--- src/rtl/arb_pkg.sv ---
//------------------------------------------------------------------------------
// arb_pkg
// Shared types for the ibus/dbus memory arbiter: bus request/response structs
// for the core side (ibus, dbus) and the memory side (cbus), FSM state and
// owner enums, and the request translation helpers used at grant time.
// Optional feature macro used by the consumers of this package: ARB_RR_EN.
//------------------------------------------------------------------------------
`timescale 1ns/1ps

package arb_pkg;

   localparam int ADDR_W  = 64;
   localparam int DATA_W  = 64;
   localparam int IDATA_W = 32;
   localparam int STRB_W  = DATA_W / 8;

   typedef enum logic [2:0] {
      MSIZE1 = 3'd0,
      MSIZE2 = 3'd1,
      MSIZE4 = 3'd2,
      MSIZE8 = 3'd3
   } msize_t;

   typedef enum logic [1:0] {
      ARB_IDLE = 2'd0,
      ARB_BUSY = 2'd1,
      ARB_RESP = 2'd2
   } arb_state_t;

   typedef enum logic {
      OWN_I = 1'b0,
      OWN_D = 1'b1
   } arb_owner_t;

   typedef struct packed {
      logic              valid;
      logic [ADDR_W-1:0] addr;
   } ibus_req_t;

   typedef struct packed {
      logic               addr_ok;
      logic               data_ok;
      logic [IDATA_W-1:0] data;
   } ibus_resp_t;

   typedef struct packed {
      logic              valid;
      logic [ADDR_W-1:0] addr;
      msize_t            size;
      logic [STRB_W-1:0] strobe;
      logic [DATA_W-1:0] data;
   } dbus_req_t;

   typedef struct packed {
      logic              addr_ok;
      logic              data_ok;
      logic [DATA_W-1:0] data;
   } dbus_resp_t;

   typedef struct packed {
      logic              valid;
      logic              is_write;
      msize_t            size;
      logic [ADDR_W-1:0] addr;
      logic [STRB_W-1:0] strobe;
      logic [DATA_W-1:0] data;
   } cbus_req_t;

   typedef struct packed {
      logic              ok;
      logic [DATA_W-1:0] data;
   } cbus_resp_t;

   // Instruction fetches are always 4-byte reads.
   function automatic cbus_req_t ibus_to_cbus(input ibus_req_t r);
      cbus_req_t c;
      c          = '0;
      c.valid    = 1'b1;
      c.is_write = 1'b0;
      c.size     = MSIZE4;
      c.addr     = r.addr;
      return c;
   endfunction

   // A data access is a write whenever any byte lane is enabled.
   function automatic cbus_req_t dbus_to_cbus(input dbus_req_t r);
      cbus_req_t c;
      c.valid    = 1'b1;
      c.is_write = |r.strobe;
      c.size     = r.size;
      c.addr     = r.addr;
      c.strobe   = r.strobe;
      c.data     = r.data;
      return c;
   endfunction

endpackage

--- src/rtl/mem_arb_select.sv ---
//------------------------------------------------------------------------------
// mem_arb_select
// Combinational winner pick between the instruction and data requesters.
//   ivalid     in   instruction bus request pending
//   dvalid     in   data bus request pending
//   last_grant in   owner of the previous grant (only with ARB_RR_EN)
//   any_valid  out  at least one requester pending
//   winner     out  requester to grant this cycle
// Macro ARB_RR_EN: defined -> round-robin on contention; undefined -> dbus
// always wins on contention (the memory stage stalls the whole pipe, so
// serving dbus first avoids a fetch/load deadlock).
//------------------------------------------------------------------------------
`timescale 1ns/1ps

module mem_arb_select
   import arb_pkg::*;
(
   input  logic       ivalid,
   input  logic       dvalid,
`ifdef ARB_RR_EN
   input  arb_owner_t last_grant,
`endif
   output logic       any_valid,
   output arb_owner_t winner
);

   always_comb begin
      any_valid = ivalid | dvalid;
      winner    = OWN_D;
`ifdef ARB_RR_EN
      if (ivalid && dvalid) begin
         winner = (last_grant == OWN_D) ? OWN_I : OWN_D;
      end else if (ivalid) begin
         winner = OWN_I;
      end
`else
      if (ivalid && !dvalid) begin
         winner = OWN_I;
      end
`endif
   end

endmodule

--- src/rtl/mem_bus_arbiter.sv ---
//------------------------------------------------------------------------------
// mem_bus_arbiter
// Shares one memory port between the core's instruction bus and data bus.
// One requester is granted at a time; its request is latched and replayed to
// the memory side until the single-beat completion, then the response is
// returned to that requester for exactly one cycle.
//   clk    in   rising-edge clock
//   reset  in   asynchronous active-low reset
//   ireq   in   instruction request {valid, addr}
//   iresp  out  instruction response {addr_ok, data_ok, data[31:0]}
//   dreq   in   data request {valid, addr, size, strobe, data}
//   dresp  out  data response {addr_ok, data_ok, data[63:0]}
//   oreq   out  memory-side request {valid, is_write, size, addr, strobe, data}
//   oresp  in   memory-side response {ok, data[63:0]}
// Macro ARB_RR_EN: round-robin arbitration on contention (see mem_arb_select).
//
// state    | meaning
// ---------+--------------------------------------------------------------
// ARB_IDLE | no grant; a pending request is latched and granted this cycle
// ARB_BUSY | latched request driven on oreq until oresp.ok
// ARB_RESP | one-cycle addr_ok/data_ok pulse to the owner, then back to IDLE
//------------------------------------------------------------------------------
`timescale 1ns/1ps

module mem_bus_arbiter
   import arb_pkg::*;
(
   input  logic       clk,
   input  logic       reset,
   input  ibus_req_t  ireq,
   output ibus_resp_t iresp,
   input  dbus_req_t  dreq,
   output dbus_resp_t dresp,
   output cbus_req_t  oreq,
   input  cbus_resp_t oresp
);

   arb_state_t        state;
   arb_owner_t        owner;
   cbus_req_t         req_q;
   logic [DATA_W-1:0] rdata_q;

   logic              any_valid;
   arb_owner_t        winner;

`ifdef ARB_RR_EN
   arb_owner_t        last_grant;
`endif

   mem_arb_select u_select (
      .ivalid     (ireq.valid),
      .dvalid     (dreq.valid),
`ifdef ARB_RR_EN
      .last_grant (last_grant),
`endif
      .any_valid  (any_valid),
      .winner     (winner)
   );

   // req_q.valid is the oreq valid bit: set at grant, cleared on completion,
   // so a reset mid-transfer drops it without waiting for a clock edge.
   always_ff @(posedge clk or negedge reset) begin
      if (!reset) begin
         state      <= ARB_IDLE;
         owner      <= OWN_I;
         req_q      <= '0;
         rdata_q    <= '0;
`ifdef ARB_RR_EN
         last_grant <= OWN_I;
`endif
      end else begin
         case (state)
            ARB_IDLE: begin
               if (any_valid) begin
                  owner <= winner;
                  req_q <= (winner == OWN_D) ? dbus_to_cbus(dreq) : ibus_to_cbus(ireq);
`ifdef ARB_RR_EN
                  last_grant <= winner;
`endif
                  state <= ARB_BUSY;
               end
            end
            ARB_BUSY: begin
               if (oresp.ok) begin
                  rdata_q     <= oresp.data;
                  req_q.valid <= 1'b0;
                  state       <= ARB_RESP;
               end
            end
            ARB_RESP: begin
               state <= ARB_IDLE;
            end
            default: begin
               state <= ARB_IDLE;
            end
         endcase
      end
   end

   assign oreq = req_q;

   // The latched address (req_q.addr) picks the 32-bit lane for fetches.
   always_comb begin
      iresp = '0;
      dresp = '0;
      if (state == ARB_RESP) begin
         if (owner == OWN_I) begin
            iresp.addr_ok = 1'b1;
            iresp.data_ok = 1'b1;
            iresp.data    = req_q.addr[2] ? rdata_q[DATA_W-1:IDATA_W] : rdata_q[IDATA_W-1:0];
         end else begin
            dresp.addr_ok = 1'b1;
            dresp.data_ok = 1'b1;
            dresp.data    = rdata_q;
         end
      end
   end

endmodule

--- config.mk ---
export PLATFORM = sky130hd
export DESIGN_NAME = mem_bus_arbiter
export DESIGN_NICKNAME = d
export VERILOG_FILES = /design/src/rtl/arb_pkg.sv /design/src/rtl/mem_arb_select.sv /design/src/rtl/mem_bus_arbiter.sv
export SDC_FILE = /design/constraint.sdc
export NUM_CORES = 1
export LEC_CHECK = 0
export ABC_CLOCK_PERIOD_IN_PS = 1600
export BUFFER_PORTS_ARGS = -buffer_cell sky130_fd_sc_hd__buf_2
export CAP_MARGIN = 10
export CELL_PAD_IN_SITES_DETAIL_PLACEMENT = 1
export CELL_PAD_IN_SITES_GLOBAL_PLACEMENT = 2
export CORE_MARGIN = 1
export CORE_UTILIZATION = 25
export CTS_CLUSTER_SIZE = 20
export DETAILED_ROUTE_END_ITERATION = 16
export PLACE_DENSITY = 0.83
export RECOVER_POWER = 25
export SLEW_MARGIN = 20
export SYNTH_ARGS = -nofsm -noshare
export SYNTH_HDL_FRONTEND = slang
export SYNTH_SLANG_ARGS = --single-unit
--- constraint.sdc ---
create_clock -name clk -period 1.6 [get_ports clk]
set_clock_uncertainty 0.2 [all_clocks]
set_input_delay 0.08 -clock clk [delete_from_list [all_inputs] [get_ports clk]]
set_output_delay 0.08 -clock clk [all_outputs]
set_load 0.02 [all_outputs]
==> summary.md, run 1 <==
| Metric | Value |
|---|---|
| Simple-Gate Fraction of Synth Area | 6.25% |
| CP Data Required Time | 1.32 ns |
| Netlist Area Pre-Place | 9530 sq um |
| Average wire per standard cell | 20.6 microns |
| Dpl ws | -0.212 ns |
| Hold depth | 3 |
| Final core occ | 47.3% |
| FMAX | 0.448 GHz |
| Slew Limit Fails | 0 |
| Synth area leader | dfrtp_1 |
| DRT antenna net count | 0 |
| Standard-cell rows | 71 |
| Seq/Total Area, Yosys | 54.6% |
| Total number of vias | 9107 |
| Hold path start | dreq[6] |
| CTS tree | done |
| Die width | 197 microns |
| Crit-path max FO | 15 |
| Num CTS Buffers | 24 |
| Total Routed Length | 42.0 mm |
| First-pass GRT wire length | 62.4 mm |
| Final setup violation count | 363 |
| Most crowded layer after global routing | met2 |
| FILL cells | 3963 |
| Met3 Track Usage GR | 4.61% |
| Area growth from synthesis to final layout | 86.3% |
| Fraction of registers with async set/reset | 100% |
| Critical path class | flop to output pin |
| Worst path arrival time | 1.95 ns |
| H-Tree Depth | 1 |
| Worst-Skew Late Latency | 0.51 ns |
| Syn_nets | 951 |
| Met1 Use GR | 23.1% |
| Max-slew headroom | 47.2% |
| Clock sink count | 208 |
| Library cells used by synthesis | 25 |
| Synth Area in Compound Gates | 7.24% |
| FF-to-FF Start | state[0] |
| Multiplexer share of the synthesized area | 28.4% |
| Via/cell ratio | 4.48 |
| Post-Synth Adder-Cell Area | 0% |
| XOR/XNOR share of the synthesized area | 0% |
| Multi-input logic area | 4410 sq um |
| Final Hold Viols | 0 |
| Largest family of logic cells by synthesized area | multiplexers |
| Number of DRC markers in iteration 0 | 260 |
| Bufs on Longest Clock Path | 3 |
| Drt drc | 0 |
| Clock slew at reported path FFs | 0.06 ns |
| Seq cells post-synth | 208 |
| Synth Flop Type | dfrtp_1 |
| Hold-critical path endpoint | oreq[6] |
| Cells after DPL | 1708 |
| Worst Setup Slack, final | -0.634 ns |
| Die area | 38900 sq um |
| Failing checks | negative setup slack |
| IO Count | 513 |
| Syn Area/Cell | 14.0 sq um |
| GPL Wtd Cong | 0.799 |
| Worst-Margin Slew | 0.792 ns |
| Total number of yosys warnings | 0 |
| Die height | 197 microns |
| Largest net degree at the start of global routing | 50 |
| Gr usage total | 20.6% |
| Setup crit start kind | flop |
| Post-DP HPWL | 25.0 mm |
| Initial Utilization | 25.4% |
| R2r worst-path depth | 5 |
| Top cell type's share of synthesized area | 54.6% |
| Tcrit/Tclk final | 140% |
| Hold Slack | 0.110 ns |
| Initial antenna violation count | 5 |
| M2 GR Usage | 38.5% |
| Core region area | 37600 sq um |
| RSZ-0062 raised after global routing | yes |
| Number of synthesized flops with an enable pin | 0 |
| Vias in the first global route | 10600 |
| Status | finished with violations |
| Root Buffer | clkbuf_16 |
| Synth Instances | 679 |
| Final TNS setup | -92.99 ns |
| Sequential cell area | 5210 sq um |
| Worst reg2reg endpoint | oreq[118] |
| Input/output buffers | 512 |
| Crit end category | output pin |
| Final nets | 1774 |
| Synth area leaders | dfrtp_1, mux2_2, mux2_4 |
| VDD IR max | 0.757 mV |
| Tmin final | 2.23 ns |
| Non-filler instance count after layout | 2033 |
| Pwr dens | 1690 nW/um^2 |
| Hold crit path type | input port to flop |
| 1st-pass router iterations | 4 |
| Setup slack, reg-to-reg | -0.34 ns |
| Share of post-route cells with drive strength above 1 | 55.4% |
| Maximum Capacitance Violations | 0 |
| Cell leakage power | 8.52 nW |
| GRT overflow | 0 |
==> cell usage in the layout (no fill, tap or decap), drive strengths merged, types with 6 or more instances in the layout <==
master	Yosys	layout
a22o	75	75
and2	65	65
buf	40	526
clkbuf	15	91
clkinv	0	6
dfrtp	208	208
dlygate4sd3	0	272
mux2	192	192
mux2i	32	32
nor2	33	33
==> Yosys cell counts, types with 2 or more instances <==
master	instances
nor4_1	2
clkbuf_1	14
nand2_1	4
mux2_2	132
buf_4	8
buf_6	7
nor2_1	33
mux2_4	60
buf_2	25
and2_1	65
a22o_1	75
dfrtp_1	208
mux2i_1	32
inv_1	3
==> repair_timing <==
action,CTS,global route
gates cloned,2,2
buffers inserted,3,1
hold buffers,272,0
endpoints found under the setup margin,255,299
endpoints found under the hold margin,416,0
pin swaps,4,12
resized for setup,159,80
==> power by group <==
group	switching [mW]	total, mW	internal, mW	leakage [nW]
logic	7.81	14.5	6.72	5.61
registers	1.96	9.90	7.94	2.51
clock network	2.25	5.55	3.30	0.397
total	12.0	30.0	18.0	8.52
==> critical path, stage by stage, from the launching register on <==
cell,delay (ns)
dfrtp_1,0.41
buf_6,0.13
and3b_2,0.29
buf_12,0.17
buf_12,0.14
and2_1,0.17
buf_6,0.13
==> layout make-up <==
| cell class | instances | share of cell area (%) |
|---|---|---|
| flip-flops and latches | 208 | 29.3 |
| well taps | 511 | 3.60 |
| multi-input cells | 413 | 24.8 |
| clock inverters | 7 | 0.359 |
| clock buffers | 37 | 4.11 |
| inverters | 3 | 0.134 |
| diodes | 2 | 0.0282 |
| repair buffers | 852 | 37.6 |
==> cells by family after synthesis <==
logic type,after synthesis
AO/OA/AOI/OAI,80
buffers and inverters,58
flip-flops,208
multiplexers,224
AND/OR/NAND/NOR,109
==> metal layers <==
metal	up-vias	wire length [microns]
met3	81	2640
li1	4057	-
met5	-	36
met2	383	22500
met4	6	1030
met1	4580	15800
==> flip-flops by register name, summed over array words and instances, names as in the netlist <==
register and cells:
oreq 141, rdata_q 64, state 2, owner 1
==> worst max path at each step <==
stage	from	end	slack (ns)	cells after the start
final	state[0]	dresp[52]	-0.63	6
after global routing	state[0]	dresp[52]	-0.71	6
after CTS	state[0]	dresp[38]	-0.64	6
after detailed placement	state[1]	oreq[118]	-0.21	4
after global placement	state[1]	oreq[125]	-0.18	4
after floorplan	state[1]	oreq[129]	-0.03	5
==> stage by stage <==
| stage | total power [mW] | cell area, sq um |
|---|---|---|
| 3_3_place_gp | 22.4 | 13500 |
| 2_1_floorplan | 17.7 | 9880 |
| 5_1_grt | 31.4 | 17800 |
| 3_5_place_dp | 22.8 | 13500 |
| 4_1_cts | 29.6 | 17600 |
| 6_report | 30.0 | 17800 |
No activity file was read; power rests on OpenSTA's default activity.
==> inputs of run 2 (changes only) <==
--- a/config.mk
+++ b/config.mk
@@ -5,16 +5,17 @@
 export SDC_FILE = /design/constraint.sdc
 export NUM_CORES = 1
 export LEC_CHECK = 0
-export ABC_CLOCK_PERIOD_IN_PS = 1600
+export ABC_CLOCK_PERIOD_IN_PS = 2400
 export BUFFER_PORTS_ARGS = -buffer_cell sky130_fd_sc_hd__buf_2
 export CAP_MARGIN = 10
 export CELL_PAD_IN_SITES_DETAIL_PLACEMENT = 1
 export CELL_PAD_IN_SITES_GLOBAL_PLACEMENT = 2
-export CORE_MARGIN = 1
-export CORE_UTILIZATION = 25
+export CORE_AREA = 2 2 199 201
 export CTS_CLUSTER_SIZE = 20
 export DETAILED_ROUTE_END_ITERATION = 16
-export PLACE_DENSITY = 0.83
+export DIE_AREA = 0 0 201 203
+export GPL_ROUTABILITY_DRIVEN = 0
+export PLACE_DENSITY = 0.79
 export RECOVER_POWER = 25
 export SLEW_MARGIN = 20
 export SYNTH_ARGS = -nofsm -noshare
==> constraint.sdc (replaced) <==
create_clock -name clk -period 2.4 [get_ports clk]
set_clock_uncertainty 0.2 [all_clocks]
set_input_delay 0.12 -clock clk [delete_from_list [all_inputs] [get_ports clk]]
set_output_delay 0.12 -clock clk [all_outputs]
set_load 0.02 [all_outputs]
==> run 2 against run 1 <==
Net effect:
- the run now ends clean
- non-clock buffer count is 40 lower
- sequential share of layout area increased by 2.4 points
- die area is 4.8% higher
- critical path depth decreased by 2
- count of clock-buffer cells in the layout fell by 2
- wire length down 0.94%
- sequential cell count is the same
- cell area shrank 7.5%
- combinational power fell by 42%
- critical endpoint is now iresp[5]
==> summary.md, run 2 (same netlist as run 1, synthesis figures left out) <==
| Metric | Value |
|---|---|
| Net Switching | 7.53 mW (-37%) |
| Die area | 40800 sq um (+4.8%) |
| Input/output buffers | 512 (unchanged) |
| Root Buffer | clkbuf_16 |
| GRT overflow | 0 (unchanged) |
| Gr usage total | 19.7% (-0.89 points) |
| Setup slack, reg-to-reg | 0.14 ns (+0.48 ns) |
| Crit-path max FO | 33 (+18) |
| Max-slew headroom | 29.6% (-18 points) |
| H-Tree Depth | 1 (unchanged) |
| Hold crit path type | input port to flop |
| Final setup violation count | 0 (-100%) |
| Hold-critical path endpoint | oreq[5] |
| Worst reg2reg endpoint | oreq[140] |
| Final nets | 1735 (-2.2%) |
| Hold depth | 4 (+1) |
| Most common cell after layout, fill and taps aside | buf_2 |
| Setup crit start kind | flop |
| Seq pwr share | 34.5% (+1.5 points) |
| Worst-Margin Slew | 1.06 ns (+0.264 ns) |
| IO Count | 513 (unchanged) |
| DRT antenna net count | 0 (unchanged) |
| Pwr dens | 1160 nW/um^2 (-31%) |
| Slew Limit Fails | 0 (unchanged) |
| Cell leakage power | 8.23 nW (-3.3%) |
| Commonest cells after routing, fill and taps aside | buf_2, dlygate4sd3_1, dfrtp_1 |
| Number of DRC markers in iteration 0 | 282 (+8.5%) |
| Clock power share | 21.9% (+3.4 points) |
| Drt drc | 0 (unchanged) |
| Post-DP HPWL | 24.7 mm (-1.5%) |
| Crit end category | output pin |
| Status | complete, no violations |
| Total Routed Length | 41.6 mm (-0.94%) |
| FMAX | 0.426 GHz |
| VDD IR max | 0.721 mV (-4.6%) |
| Tot Pwr | 19.1 mW (-36%) |
| Share of post-route cells with drive strength above 1 | 52.2% (-3.2 points) |
| Bufs on Longest Clock Path | 3 (unchanged) |
| Die width | 201 microns (+1.9%) |
| Average wire per standard cell | 20.7 microns (+0.54%) |
| Die height | 203 microns (+2.9%) |
| CTS tree | done |
| R2r worst-path depth | 5 (unchanged) |
| Core region area | 38500 sq um (+2.4%) |
| Worst path arrival time | 2.03 ns (+0.08 ns) |
| Maximum Capacitance Violations | 0 (unchanged) |
| Initial antenna violation count | 3 (-2) |
| Switching Share | 39.3% (-0.74 points) |
| CP Data Required Time | 2.08 ns (+0.76 ns) |
| Vias in the first global route | 10200 (-3.8%) |
| Tcrit/Tclk final | 97.8% |
| Num CTS Buffers | 25 (+4.2%) |
| Via/cell ratio | 4.46 (-0.36%) |
| Tmin final | 2.35 ns |
| Clock sink count | 208 (unchanged) |
| Worst-Skew Late Latency | 0.53 ns (+0.02 ns) |
| Hold path start | dreq[139] |
| Critical path class | flop to output pin |
| Total number of vias | 8940 (-1.8%) |
| Comb pwr share | 43.6% (-4.9 points) |
| Max FFs per register | 141 (unchanged) |
| FF-to-FF Start | state[0] |
| Int Power | 11.6 mW (-35%) |
| Clock slew at reported path FFs | 0.07 ns (about the same) |
| Standard-cell rows | 72 (+1.4%) |
| Initial Utilization | 24.8% (-0.59 points) |
| 1st-pass router iterations | 4 (unchanged) |
| Final Hold Viols | 0 (unchanged) |
| Final core occ | 42.7% (-4.6 points) |
| Largest net degree at the start of global routing | 78 (+56%) |
| First-pass GRT wire length | 62.5 mm (+0.11%) |
| Area growth from synthesis to final layout | 72.3% |
-- run 2: routing by layer --
layer | track usage (%) | vias up | wire length, microns
li1 | - | 3979 | -
met1 | 21.7 | 4427 | 15600
met2 | 35.8 | 429 | 21300
met3 | 4.70 | 105 | 2720
met4 | 9.60 | 0 | 1920
met5 | 0 | - | 0
-- run 2: worst max-delay path by stage --
stage          slack, ns  startpoint         to
2_1_floorplan       0.59    state[0]  iresp[33]
3_3_place_gp        0.28    state[1]  oreq[108]
3_5_place_dp        0.24    state[1]   oreq[99]
4_1_cts           0.0002    state[0]   iresp[9]
5_1_grt           -0.005    state[0]  iresp[27]
6_report            0.05    state[0]   iresp[5]
-- run 2: timing repair --
item | in CTS | in global routing
resized for setup | 2 | 9
endpoints found under the hold margin | 415 | 0
hold buffers | 274 | 0
setup buffers | 0 | 4
pin swaps | 0 | 0
setup endpoints to repair | 30 | 22
-- run 2: worst max-delay path, cell delays in order (launching register included) --
cell	delay, ns
dfrtp_1	0.41
or3b_2	0.52
buf_12	0.20
nor2_1	0.15
buf_2	0.19
-- run 2: metrics by stage --
| step | area [sq um] | instances | hold WS, ns | setup WS, ns | TNS (ns) |
|---|---|---|---|---|---|
| 2_1_floorplan | 9530 | 679 | -0.376 | 0.590 | 0 |
| 3_3_place_gp | 12800 | 1676 | -0.125 | 0.280 | 0 |
| 3_5_place_dp | 12800 | 1676 | -0.121 | 0.238 | 0 |
| 4_1_cts | 16400 | 1996 | 0.100 | 0.000182 | 0 |
| 5_1_grt | 16400 | 2003 | 0.137 | -0.00462 | -0.0137 |
| 6_report | 16400 | 2003 | 0.112 | 0.0533 | 0 |
-- run 2: power by group through the flow --
stage          clock network (mW)  logic, mW  registers, mW
6_report                     4.19       8.35           6.60
5_1_grt                      4.43       8.81           6.83
4_1_cts                      4.30       8.23           6.50
3_5_place_dp                    0       7.81           6.51
3_3_place_gp                    0       7.67           6.45
2_1_floorplan                   0       3.66           7.66
-- run 2: area by class of cell --
class | instances | area, sq um
fill | 4199 | 22000
multi-input combinational | 413 | 4020
antenna | 3 | 7.51
timing repair buffer | 812 | 5630
tap | 518 | 648
clock inverter | 11 | 164
clock buffer | 35 | 743
inverter | 3 | 11.3
sequential | 208 | 5210
==> inputs of run 3 (changes only) <==
--- a/config.mk
+++ b/config.mk
@@ -10,14 +10,15 @@
 export CAP_MARGIN = 10
 export CELL_PAD_IN_SITES_DETAIL_PLACEMENT = 1
 export CELL_PAD_IN_SITES_GLOBAL_PLACEMENT = 2
-export CORE_AREA = 2 2 199 201
+export CORE_AREA = 2 2 197 199
 export CTS_CLUSTER_SIZE = 20
 export DETAILED_ROUTE_END_ITERATION = 16
-export DIE_AREA = 0 0 201 203
+export DIE_AREA = 0 0 199 201
 export GPL_ROUTABILITY_DRIVEN = 0
-export PLACE_DENSITY = 0.79
+export PLACE_DENSITY = 0.85
 export RECOVER_POWER = 25
 export SLEW_MARGIN = 20
 export SYNTH_ARGS = -nofsm -noshare
 export SYNTH_HDL_FRONTEND = slang
+export SYNTH_HIERARCHICAL = 1
 export SYNTH_SLANG_ARGS = --single-unit
==> run 3 against run 2 <==
Net effect:
- the run now ends with negative hold slack left
- global-route usage up 0.36 points
- largest power group unchanged
- critical path type unchanged
- highest routed layer is now met5
- synthesized cell count up 34%
- via count is 11% higher
==> summary.md, run 3 <==
| Metric | Value |
|---|---|
| Drt drc | 0 (unchanged) |
| Final nets | 1947 (+12%) |
| # diodes | 0 (-3) |
| VDD IR max | 0.613 mV (-15%) |
| Via/cell ratio | 4.48 (+0.38%) |
| Post-DP HPWL | 25.5 mm (+3.3%) |
| Critical path class | flop to output pin |
| Root Buffer | clkbuf_16 |
| Final setup violation count | 0 (unchanged) |
| IO Count | 513 (unchanged) |
| Clock sink count | 208 (unchanged) |
| Post-Synth Adder-Cell Area | 0% (unchanged) |
| Initial antenna violation count | 2 (-1) |
| CP Data Required Time | 2.08 ns (about the same) |
| Commonest cells after routing, fill and taps aside | buf_2, dlygate4sd3_1, nand2_1 |
| Clock slew at reported path FFs | 0.06 ns (about the same) |
| Final Hold Viols | 17 (+17) |
| XOR/XNOR share of the synthesized area | 0% (unchanged) |
| Largest family of logic cells by synthesized area | simple AND/OR/NAND/NOR gates |
| Largest net degree at the start of global routing | 111 (+42%) |
| Gr usage total | 20.1% (+0.36 points) |
| Hold crit path type | input port to async pin |
| Die area | 40000 sq um (-2.0%) |
| Multiplexer share of the synthesized area | 17.9% (-11 points) |
| CTS tree | done |
| Die height | 201 microns (-0.99%) |
| Synth Flop Type | dfrtp_1 |
| Synth area leader | dfrtp_1 |
| Hold Slack | -0.0421 ns (-0.154 ns) |
| Initial Utilization | 24.7% (-0.13 points) |
| Die width | 199 microns (-1.0%) |
| Final core occ | 42.3% (-0.47 points) |
| 1st-pass router iterations | 4 (unchanged) |
| Worst-Margin Slew | 0.983 ns (-0.0731 ns) |
| Slew Limit Fails | 0 (unchanged) |
| GRT overflow | 0 (unchanged) |
| Max-slew headroom | 34.5% (+4.9 points) |
| Number of DRC markers in iteration 0 | 267 (-5.3%) |
| Fraction of registers with async set/reset | 100% (unchanged) |
| Syn Area/Cell | 10.3 sq um (-26%) |
| Tmin final | 2.33 ns (-0.0134 ns) |
| Number of synthesized flops with an enable pin | 0 (unchanged) |
| Worst-Skew Late Latency | 0.52 ns (about the same) |
| Cell leakage power | 8.60 nW (+4.4%) |
| Seq cells post-synth | 208 (unchanged) |
| Total number of vias | 9906 (+11%) |
| Worst path arrival time | 2.01 ns (-0.02 ns) |
| Share of post-route cells with drive strength above 1 | 38.2% (-14 points) |
| Core region area | 38100 sq um (-0.94%) |
| Netlist Area Pre-Place | 9400 sq um (-1.4%) |
| Tcrit/Tclk final | 97.2% (-0.56 points) |
| Critical path, cell by cell | or3b_4, nor2_2, buf_2 |
| Pwr dens | 1080 nW/um^2 (-7.0%) |
| Final TNS setup | 0 ns (unchanged) |
| H-Tree Depth | 1 (unchanged) |
| Setup crit start kind | flop |
| First-pass GRT wire length | 62.9 mm (+0.69%) |
| Simple-Gate Fraction of Synth Area | 19.1% (+13 points) |
| Synth Area in Compound Gates | 3.58% (-3.7 points) |
| Total number of yosys warnings | 6 (+6) |
| Input/output buffers | 512 (unchanged) |
| Post-synth top cells | nand2_1, dfrtp_1, mux2i_1 |
| Syn_nets | 1182 (+24%) |
| Standard-cell rows | 72 (unchanged) |
| Crit end category | output pin |
| Bufs on Longest Clock Path | 3 (unchanged) |
| Maximum Capacitance Violations | 0 (unchanged) |
| Total Routed Length | 41.3 mm (-0.51%) |
| WP buf/inv | 1 (-1) |
| Library cells used by synthesis | 23 (-8.0%) |
| Failing checks | negative hold slack |
| Synth Instances | 910 (+34%) |
| Slowest cell on crit path | or3b_4 |
| Most common cell in the netlist | nand2_1 |
| Average wire per standard cell | 18.7 microns (-9.9%) |
| Area growth from synthesis to final layout | 71.3% |
| Seq/Total Area, Yosys | 55.4% (+0.80 points) |
| Most common cell after layout, fill and taps aside | buf_2 |
| Crit-path leading delay family | simple AND/OR/NAND/NOR gates |
| Non-filler instance count after layout | 2211 (+10%) |
| Cells after DPL | 1897 (+13%) |
| Slowest Stage Delay on Critical Path | 0.59 ns (+0.07 ns) |
| FMAX | 0.429 GHz (+0.57%) |
| Top cell type's share of synthesized area | 55.4% (+0.80 points) |
| DRT antenna net count | 0 (unchanged) |
| Max FFs per register | 141 (unchanged) |
| Crit-path max FO | 33 (unchanged) |
| Synth area leaders | dfrtp_1, mux2i_1, nand2_1 |
| Status | finished with violations |
| Num CTS Buffers | 24 (-4.0%) |
| Vias in the first global route | 11200 (+9.8%) |
==> run 3: power by group <==
group	total, mW	leakage, nW	switching [mW]	internal, mW
registers	6.49	2.54	1.30	5.18
clock network	3.86	0.400	1.51	2.35
logic	7.09	5.66	4.34	2.75
total	17.4	8.60	7.15	10.3
==> run 3: final timing paths <==
path                       cells past startpoint      from     endpoint  slack [ns]
setup / recovery                               3  state[0]     iresp[1]        0.07
setup reg to reg                               4  state[0]    oreq[111]        0.44
hold / removal                                 2     reset  rdata_q[49]       -0.04
max in group asynchronous                      3     reset    oreq[113]        0.68
hold reg to reg                                2  oreq[69]     oreq[69]        0.26
min in group clk                               4  ireq[64]     oreq[59]        0.08
==> run 3: final cells by class <==
cell class	instances	area [sq um]
Multi-Input combinational cell	628	3840
Tap cell	518	648
Clock inverter	11	140
Clock buffer	33	696
Timing Repair Buffer	810	5560
Sequential cell	208	5210
Fill cell	4425	22000
Inverter	3	11.3
==> run 3: metal layers <==
| metal | up-vias | global-route usage [%] | wire (microns) |
|---|---|---|---|
| met2 | 428 | 37.5 | 21400 |
| met3 | 120 | 4.60 | 2820 |
| li1 | 4548 | - | - |
| met4 | 4 | 9.57 | 1900 |
| met5 | - | 0 | 24 |
| met1 | 4806 | 21.1 | 15200 |
==> run 3: cell families (layout without fill, tap and decap cells) <==
kind of cell,count (synthesis),in the layout
compound gates,67,67
buf+inv,74,857
simple gates,401,401
mux,160,160
flops,208,208
==> run 3: stage by stage <==
| step | setup slack (ns) | instance area (sq um) | power, mW |
|---|---|---|---|
| 2_1_floorplan | 0.546 | 9400 | 10.1 |
| 3_3_place_gp | 0.489 | 12600 | 12.7 |
| 3_5_place_dp | 0.405 | 12600 | 13.0 |
| 4_1_cts | 0.0130 | 16100 | 17.3 |
| 5_1_grt | -0.0197 | 16100 | 18.4 |
| 6_report | 0.0667 | 16100 | 17.4 |
==> run 3: repair_timing <==
action                                  CTS  global route
resized for setup                         2             4
endpoints found under the setup margin   41            20
hold buffers                            270             0
pin swaps                                 0             1
endpoints found under the hold margin   414             0
setup buffers                             0             0
